## config.mk

```make
export PLATFORM = sky130hd
export DESIGN_NAME = lu_pipe
export DESIGN_NICKNAME = d
export VERILOG_FILES = /design/src/rtl/lu_pipe.sv
export SDC_FILE = /design/constraint.sdc
export NUM_CORES = 1
export LEC_CHECK = 0
export ABC_AREA = 1
export CAP_MARGIN = 20
export CORE_MARGIN = 2
export CORE_UTILIZATION = 30
export DETAILED_ROUTE_END_ITERATION = 8
export PLACE_DENSITY = 0.57
export SLEW_MARGIN = 15
export SYNTH_ARGS = -nofsm -noshare
export SYNTH_HDL_FRONTEND = slang
export SYNTH_SLANG_ARGS = --single-unit
```

## constraint.sdc

```tcl
create_clock -name clk -period 3.1 [get_ports clk]
set_input_delay 0.775 -clock clk [delete_from_list [all_inputs] [get_ports clk]]
set_output_delay 0.775 -clock clk [all_outputs]
set_load 0.05 [all_outputs]
```

## src/rtl/lu_pipe.sv

```systemverilog
// Two-stage bitwise logic unit with valid/ready handshakes on both sides,
// an accumulate path that feeds back the previous result, and a consumed-result counter.
module lu_pipe #(
  parameter int WIDTH = 8,
  parameter int CNTW  = 16
) (
  input  logic             clk,
  input  logic             rst_n,
  input  logic             in_valid,
  output logic             in_ready,
  input  logic [WIDTH-1:0] a,
  input  logic [WIDTH-1:0] b,
  input  logic [2:0]       op,
  input  logic             acc_en,
  output logic             out_valid,
  input  logic             out_ready,
  output logic [WIDTH-1:0] y,
  output logic             zero,
  output logic             parity,
  output logic [CNTW-1:0]  count
);

  logic             s1_valid;
  logic [WIDTH-1:0] s1_a;
  logic [WIDTH-1:0] s1_b;
  logic [2:0]       s1_op;
  logic             s1_acc_en;
  logic [WIDTH-1:0] acc_q;

  logic             advance;
  logic             accept;
  logic             move;
  logic [WIDTH-1:0] op_a;
  logic [WIDTH-1:0] result;

  assign advance  = !out_valid || out_ready;
  assign in_ready = !s1_valid || advance;
  assign accept   = in_valid && in_ready;
  assign move     = advance && s1_valid;

  // acc_q always holds the result of the op just ahead, since results enter S2 in order
  assign op_a = s1_acc_en ? acc_q : s1_a;

  always_comb begin
    result = '0;
    case (s1_op)
      3'd0:    result = op_a & s1_b;
      3'd1:    result = op_a | s1_b;
      3'd2:    result = op_a ^ s1_b;
      3'd3:    result = ~(op_a | s1_b);
      3'd4:    result = ~(op_a & s1_b);
      3'd5:    result = ~(op_a ^ s1_b);
      3'd6:    result = ~op_a;
      default: result = s1_b;
    endcase
  end

  always_ff @(posedge clk or negedge rst_n) begin
    if (!rst_n) begin
      s1_valid  <= 1'b0;
      s1_a      <= '0;
      s1_b      <= '0;
      s1_op     <= '0;
      s1_acc_en <= 1'b0;
    end else if (accept) begin
      s1_valid  <= 1'b1;
      s1_a      <= a;
      s1_b      <= b;
      s1_op     <= op;
      s1_acc_en <= acc_en;
    end else if (move) begin
      s1_valid  <= 1'b0;
    end
  end

  // y/zero/parity keep their last value when S2 drains with nothing behind it
  always_ff @(posedge clk or negedge rst_n) begin
    if (!rst_n) begin
      out_valid <= 1'b0;
      y         <= '0;
      zero      <= 1'b1;
      parity    <= 1'b0;
      acc_q     <= '0;
    end else if (advance) begin
      out_valid <= s1_valid;
      if (s1_valid) begin
        y      <= result;
        zero   <= (result == '0);
        parity <= ^result;
        acc_q  <= result;
      end
    end
  end

  always_ff @(posedge clk or negedge rst_n) begin
    if (!rst_n) begin
      count <= '0;
    end else if (out_valid && out_ready) begin
      count <= count + CNTW'(1);
    end
  end

endmodule

```

After elaboration in Yosys (flattened, before gate mapping) --
Index checks and enable logic that the tools add are counted.
Cells by class: add/sub/neg operators 1, equal/unequal tests 6, multiplexer cells 4, bitwise operators 7, reduce and logical (&&, ||, !) cells 12
Operator list (count):
- $pmux W8 S7 | 1
- $not A8 Y8 | 4
- $add A16 B1 Y16 const B | 1
- $eq A3 B3 Y1 const B | 3
- $and A8 B8 Y8 | 1
- $logic_not A8 Y1 | 1
- $mux W8 | 1
- $or A8 B8 Y8 | 1
- $reduce_xor A8 Y1 | 1
- $xor A8 B8 Y8 | 1
- $eq A3 B2 Y1 const B | 2
- $eq A3 B1 Y1 const B | 1
- $logic_and A1 B1 Y1 | 3
- $logic_not A3 Y1 | 1
- $logic_not A1 Y1 | 2
- $logic_or A1 B1 Y1 | 2
- $mux W1 | 2
- $reduce_and A2 Y1 | 1
- $reduce_bool A2 Y1 | 1
Word-level totals: flip-flop bits (word level) 48, output and inout bits 28, word-level logic and storage cells 40

Depth between registers and ports, before layout --
Gate-level depths: netlist (run 1).
depth after elaboration 5, mapped depth 15, gate-level depth less buffers 14

Worst setup path after synthesis (run 1) --
OpenSTA, ideal clock, no wires.
path type register to register, start register acc_q[0], end register parity, setup time 0.128 ns, arrival time 2.082 ns, path slack 0.890 ns, stages on the path, launching flop included 14, path buffers 0, cells stage by stage dfrtp_1 -> inv_1 -> nand2_1 -> nand2_1 -> ha_1 -> nand4_1 -> nand2_1 -> nor2_1 -> nand3_1 -> inv_1 -> ha_1 -> xnor2_1 -> xnor2_1 -> o21ai_0
Between the ends: word-level cells in the longest chain between the ends 5, elaborated cells on any way between the ends 10, those cells by class 2 x mux; 7 x bitwise; 1 x reduce/logical
Ends and longest elaborated chain:
- start, declared | RTL line 28 | logic [WIDTH-1:0] acc_q;
- start signal, assigned | RTL line 90 | acc_q <= result;
- $mux W8 (*) | RTL line 42 | assign op_a = s1_acc_en ? acc_q : s1_a;
- $xor A8 B8 Y8 (tied with other cells) | RTL line 49, 52
- $not A8 Y8 (on tied branches) | RTL line 52, 50, 51
- $pmux W8 S7 (*) | RTL line 46 | case (s1_op)
- $reduce_xor A8 Y1 (*) | RTL line 89 | parity <= ^result;
- end signal, assigned | RTL line 89
- end, declared | RTL line 19 | output logic parity,
Mark *: on every way between the ends. The rest lies on a longest branch, timed or not. A chain may end at the register's enable or synchronous reset.

Worst setup path after layout (run 1) --
start register s1_op[1], end register parity
Between the ends: word-level cells in the longest chain between the ends 3, elaborated cells on any way between the ends 9, those cells by class 6 x eq/ne; 1 x mux; 2 x reduce/logical
Ends and longest elaborated chain:
- start, declared | RTL line 26 | logic [2:0] s1_op;
- start signal, assigned | RTL line 69 | s1_op <= op;
- $eq A3 B3 Y1 (tied with other cells) | RTL line 46
- $pmux W8 S7 (*) | RTL line 46
- $reduce_xor A8 Y1 (*) | RTL line 89
Marks and branches as above.

==> summary.txt, run 1 <==
Floorplan
  – Die Height: between 100 and 150 um
  – Starting density of the core: 31.0%
  – Core Rows: 37
  – Full die area: about 0.012 sq mm
  – Die W: 108 um
  – # IOs: 52
  – Core Area: between 0.01 and 0.015 sq mm

Cells and area
  – Most common cell after layout, fill and taps aside: nand2_1
  – N_diodes: 0
  – Share of layout cells above drive strength 1: 5.34%
  – Final net count: between 500 and 600
  – Commonest non-fill, non-tap cells in the layout: 126 x nand2_1, 72 x inv_1, 61 x nor2_1
  – Area Overhead vs Synth: 23.6%
  – Filler Cell Count: ~1,200
  – Reg area: about 0.0012 sq mm
  – Multi-input logic area: 0.00164 sq mm

Power
  – Worst vdd ir: approximately 0.42 mV
  – Int Power: roughly 0.0015 W
  – Sequential Power Share: between 30% and 40%
  – PwrDens: between 700 and 800 mW/mm^2
  – Sw frac: a little under half
  – Pleak: between 2 and 2.5 nW
  – Clock share of power: between 10% and 20%
  – Combinational fraction of design power: between 50% and 60%
  – Sw Pwr: about 0.0014 W

STA
  – Final min period: between 2000 and 3000 ps
  – Final Skew: 6.96 ps
  – Final max-slew violation count: 0
  – Worst slew margin: a little under half
  – Max Freq: 389 MHz
  – Sum Neg Setup Slack: 0 ps
  – Final Hold Vio Count: 0
  – Endpoints failing setup: 0
  – RSZ-0062 raised after global routing: no
  – Final worst-path cycle share: slightly above 80%
  – WHS: 504 ps
  – Worst-Margin Slew: ~800 ps

Clocking
  – Clock root buffer: clkbuf_8
  – # clock sinks: 48
  – Clock Path Buffers: 2
  – Setup Buffers After CTS: 0
  – Clk slew on worst S/H paths: approximately 100 ps
  – CTS buffer count: 5
  – Latest clock arrival within the worst-skew pair: about 310 ps
  – Post-CTS Hold Buffers: 0
  – CTS tree: done
  – Post-CTS Resized: 0
  – H-tree Lvls: 2

Global route
  – Largest net degree at the start of global routing: slightly below 50
  – Vias in the first global route: between 2,000 and 3,000
  – First-pass GRT wire length: roughly 14 mm
  – Grt total ovfl: 0
  – Tot GR Track Use: between 10% and 20%
  – Initial antenna violation count: 0

Route
  – DR pass1 iterations: 5
  – DR vias: a little under 3,000
  – Wire per inst: approximately 13 um
  – Number of routed nets with antenna violations: 0
  – WL final: 8.29 mm
  – Number of DRC markers in iteration 0: 137
  – Avg Vias per Cell: roughly 4.5
  – DRC: 0

Critical path
  – CP bufs+invs: 1
  – Worst setup EP type: flip-flop
  – Delay-heaviest family, CP: flip-flops
  – Required @ worst endpoint: approximately 3300 ps
  – CP startpoint kind: flip-flop
  – WP data arrival: between 2000 and 3000 ps
  – Critical path type: flip-flop to flip-flop
  – Slowest-stage cell, CP: dfrtp_1
  – Max stage delay on crit path: 880 ps
  – Most common cell on crit path: nand2_1
  – Max Fanout on Critical Path: 22
  – Crit path cell chain: nand2_1 > nor2_4 > nand2_1 > nand2_1 > nor2_1 > nand3_1 > inv_1 > ha_1 > xnor2_1 > xnor2_1 > o21ai_0

Synthesis
  – Post-synth top area cell: dfrtp_1
  – Synth cell types: 25
  – Number of synthesis warnings: 0
  – Synth top area cells: dfrtp_1 37%, nand2_1 15%, inv_1 8.4%
  – Sequential share of the synthesized area: about 37%
  – Area fraction of the dominant cell type after synthesis: between 30 and 40%
  – Mapped Cells: between 400 and 500
  – Yosys reg bits: 48
  – Syn Std Cell Area: between 0.003 and 0.004 sq mm
  – Syn nets: between 500 and 600
  – Syn avg cell area: 7.05 sq um

Status
  – Status: finished, final reports clean

Hold path
  – Min-delay worst type: flip-flop to flip-flop

Placement
  – Placer Congestion: ~0.84
  – DP Wirelength: ~6.0 mm
  – Port-buffer cells: between 50 and 60

Run
  – Max_cap viols: 0
-- cell families after synthesis --
kind of cell / after synthesis / synth area share [%]
AO/OA/AOI/OAI: 21 / 3.27
XOR/XNOR: 15 / 4.09
adder cells (fa/ha/maj): 21 / 8.17
buffers and inverters: 91 / 11.4
flip-flops: 48 / 37.4
multiplexers: 1 / 0.350
AND/OR/NAND/NOR: 259 / 35.3
-- area by class of cell --
| type | count | area share [%] |
|---|---|---|
| inverters | 76 | 7.18 |
| clock buffers | 6 | 2.08 |
| multi-input cells | 317 | 41.4 |
| clock inverters | 2 | 0.347 |
| flip-flops and latches | 48 | 30.3 |
| well taps | 136 | 4.28 |
| repair buffers | 57 | 14.4 |
-- synthesized netlist by cell type --
library cell / number
a21oi_1: 19
and2_1: 2
buf_2: 9
buf_4: 2
buf_6: 1
clkbuf_1: 3
dfrtp_1: 47
dfstp_2: 1
ha_1: 21
inv_1: 72
inv_2: 4
mux2_2: 1
nand2_1: 126
nand2_2: 1
nand3_1: 34
nand3_2: 1
nand3b_1: 10
nand4_1: 19
nor2_1: 61
nor2_2: 1
nor2_4: 2
nor3_1: 2
o21ai_0: 2
xnor2_1: 6
xor2_1: 9
-- sequential cells by signal, indices dropped and copies added (netlist names), 3 cells and up --
signal / count
acc_q: 8
count: 16
s1_a: 8
s1_b: 8
s1_op: 3
-- path summary, 6_finish.rpt --
kind	startpoint	endpoint	slack (ps)	cells past startpoint
min in group asynchronous	rst_n	s1_op[2]	540	2
worst min-delay path	zero	zero	500	2
max in group asynchronous	rst_n	s1_a[0]	2090	2
worst max-delay path	s1_op[1]	parity	530	11
worst min register to register	zero	zero	500	2
worst max register to register	s1_op[1]	parity	530	11
-- power by group through the flow --
stage	Combinational [W]	Sequential (W)	Clock (W)
final	0.00155	0.000914	0.000412
after floorplan	0.000762	0.00123	0
after CTS	0.00156	0.000916	0.000432
after detailed placement	0.00155	0.000928	0
after global placement	0.00153	0.000925	0
after global routing	0.00173	0.000938	0.000458
-- metrics by stage --
| stage | utilization, % | std cells | area, sq um | setup WS (ps) | power (W) |
|---|---|---|---|---|---|
| 2_1_floorplan | - | 456 | 3210 | 890 | 0.00199 |
| 3_3_place_gp | 37.4 | 634 | 3870 | 663 | 0.00246 |
| 3_5_place_dp | 37.4 | 634 | 3870 | 611 | 0.00248 |
| 4_1_cts | 38.3 | 642 | 3970 | 589 | 0.00291 |
| 5_1_grt | 38.3 | 642 | 3970 | 319 | 0.00313 |
| 6_report | 38.3 | 642 | 3970 | 528 | 0.00288 |
-- metal layers --
| layer | GRT usage (%) | vias up | wire length [um] |
|---|---|---|---|
| met2 | 24.1 | 71 | 3740 |
| met1 | 20.9 | 1305 | 3970 |
| met4 | 3.94 | 0 | 129 |
| li1 | - | 1502 | - |
| met5 | 0 | - | 0 |
| met3 | 3.39 | 14 | 442 |
-- tightest hold or removal path, cell delays in order, from the launching register on --
cell,delay [ps]
dfstp_2,380
nand2_1,50
o21ai_0,70
(Power assumes the default switching activity.)
==> inputs of run 2 (changes only) <==
Settings changed: PLACE_DENSITY 0.57 to 0.59.
Clock period 3.1 ns to 2.3 ns, I/O delays scaled along.
==> run 2 against run 1 <==
  * Setup slack lost 450 ps
  * Sequential power up 33%
  * Clock power increased by 86%
  * Global-route usage grew 0.21 points
  * Critical path type is now flip-flop to output port
  * Highest routed layer unchanged
==> summary.txt, run 2 (synthesized netlist as in run 1, its figures left out) <==
Status
  – Status: finished, final reports clean (unchanged)

Clocking
  – # clock sinks: 48 (unchanged)
  – Clock Path Buffers: 2 (unchanged)
  – H-tree Lvls: 2 (unchanged)
  – Clock root buffer: clkbuf_8 (unchanged)
  – Clk slew on worst S/H paths: 110 ps (was 100 ps)
  – CTS buffer count: 5 (unchanged)
  – Post-CTS Hold Buffers: 0 (unchanged)
  – CTS tree: done (unchanged)
  – Latest clock arrival within the worst-skew pair: 320 ps (was 310 ps)

Critical path
  – Required @ worst endpoint: 1730 ps (was 3270 ps)
  – WP data arrival: 1640 ps (was 2740 ps)
  – Max stage delay on crit path: 850 ps (was 880 ps)
  – Critical path type: flip-flop to output port (was flip-flop to flip-flop)
  – Max Fanout on Critical Path: 5 (was 22)
  – Delay-heaviest family, CP: buffers and inverters (was flip-flops)
  – Worst setup EP type: output port (was flip-flop)
  – CP startpoint kind: flip-flop (unchanged)
  – Slowest-stage cell, CP: clkdlybuf4s50_1 (was dfrtp_1)
  – WP depth: 1 (was 11)
  – CP bufs+invs: 1 (unchanged)
  – Crit path cell chain: clkdlybuf4s50_1 (was nand2_1 > nor2_4 > nand2_1 > nand2_1 > nor2_1 > nand3_1 > inv_1 > ha_1 > xnor2_1 > xnor2_1 > o21ai_0)
  – Worst Reg-to-Reg Cells: 13 (was 11)

Route
  – Number of DRC markers in iteration 0: 193 (was 137)
  – DR pass1 iterations: 4 (was 5)
  – Avg Vias per Cell: 4.63 (was 4.50)
  – WL final: 8.69 mm (was 8.29 mm)
  – Number of routed nets with antenna violations: 0 (unchanged)
  – DR vias: 3,039 (was 2,892)
  – DRC: 0 (unchanged)
  – Wire per inst: 13.2 um (was 12.9 um)

STA
  – Endpoints failing setup: 0 (unchanged)
  – Final worst-path cycle share: 96.5%
  – Final min period: ~2200 ps
  – Worst slew margin: 62.3% (was 46.2%)
  – Sum Neg Setup Slack: 0 ps (unchanged)
  – RSZ-0062 raised after global routing: yes (was no)
  – Final Skew: 9.74 ps (was 6.96 ps)
  – Max Freq: 451 MHz
  – Final Hold Vio Count: 0 (unchanged)
  – WHS: 235 ps (was 504 ps)
  – Final max-slew violation count: 0 (unchanged)
  – Worst-Margin Slew: 566 ps (was 807 ps)

Placement
  – Placed insts: 643 (was 634)
  – DP Wirelength: 6.24 mm (was 6.02 mm)
  – Placer Congestion: 0.898 (was 0.839)
  – DP Area: 0.00397 sq mm (was 0.00387 sq mm)
  – Port-buffer cells: 51 (unchanged)

Cells and area
  – Final net count: 564 (was 550)
  – Post-Layout Inst Area: 0.00434 sq mm (was 0.00397 sq mm)
  – N_diodes: 0 (unchanged)
  – Commonest non-fill, non-tap cells in the layout: 118 x nand2_1, 67 x inv_1, 60 x nor2_1 (was 126 x nand2_1, 72 x inv_1, 61 x nor2_1)
  – Most flops, register: count (unchanged)
  – Largest register FFs: 16 (unchanged)
  – Most common cell after layout, fill and taps aside: nand2_1 (unchanged)
  – Non-filler cells, final: 656 (was 642)
  – Share of layout cells above drive strength 1: 13.8% (was 5.34%)
  – Area Overhead vs Synth: 35.0% (was 23.6%)

Floorplan
  – Die W: 108 um (unchanged)
  – Starting density of the core: 31.0% (unchanged)
  – Die Height: 108 um (unchanged)
  – Full die area: 0.0116 sq mm (unchanged)
  – # IOs: 52 (unchanged)
  – Core Rows: 37 (unchanged)
  – Core Area: 0.0104 sq mm (unchanged)

Global route
  – Met2 Usage GRT: 24.3% (was 24.1%)
  – Vias in the first global route: 3,033 (was 2,851)
  – GRT met1 Usage: 20.1% (was 20.9%)
  – First-pass GRT wire length: 14.2 mm (was 14.1 mm)
  – Most congested layer reported by global routing: met2 (unchanged)
  – Grt total ovfl: 0 (unchanged)
  – Tot GR Track Use: 15.4% (was 15.2%)
  – Initial antenna violation count: 0 (unchanged)
  – Largest net degree at the start of global routing: 41 (was 49)
  – Met3 usage: 4.66% (was 3.39%)

Power
  – Pleak: 2.21 nW (was 2.07 nW)
  – Tot Pwr: 0.00450 W (was 0.00288 W)
  – Worst vdd ir: 0.518 mV (was 0.420 mV)
  – PwrDens: 1040 mW/mm^2 (was 724 mW/mm^2)

Run
  – Max_cap viols: 0 (unchanged)

Hold path
  – Min-delay worst type: primary input to async pin (was flip-flop to flip-flop)
[run 2: layer usage]
| metal | wire length (um) | part of all wire (%) |
|---|---|---|
| met1 | 3960 | 46 |
| met5 | 0 | 0 |
| met4 | 156 | 1.8 |
| met2 | 4060 | 47 |
| met3 | 517 | 5.9 |
[run 2: stage by stage]
stage / util (%) / setup slack, ps
global placement: 38.3 / 21.6
CTS: 39.6 / 11.1
detailed placement: 38.3 / -20.2
global route: 41.8 / -64.9
floorplan: - / 90.5
finish: 41.8 / 81.4
[run 2: repair_timing]
item / CTS / global route
setup endpoints to repair: 1 / 3
gates cloned: 0 / 1
gates resized for setup: 2 / 36
setup buffers: 0 / 4
pin swaps: 0 / 6
[run 2: where the power goes]
group | internal [W] | switching, W | total [W] | leakage [nW]
Combinational | 0.00101 | 0.00151 | 0.00252 | 1.58
Clock | 0.000438 | 0.000326 | 0.000765 | 0.0687
Sequential | 0.00103 | 0.000183 | 0.00122 | 0.568
[run 2: path summary, 6_finish.rpt]
kind,start,slack [ps],endpoint
setup / recovery,count[10],80,count[10]
hold / removal,rst_n,240,count[9]
setup reg to reg,s1_acc_en,100,parity
hold reg to reg,zero,490,zero
max in group asynchronous,rst_n,1450,zero
min in group clk,zero,490,zero
[run 2: area by class of cell]
cell class | instances | area, sq um
sequential | 48 | 1200
inverter | 76 | 288
multi-input combinational | 317 | 1830
clock buffer | 5 | 68.8
timing repair inverter | 1 | 7.51
clock inverter | 3 | 68.8
fill | 1076 | 6030
tap | 136 | 170
timing repair buffer | 70 | 704
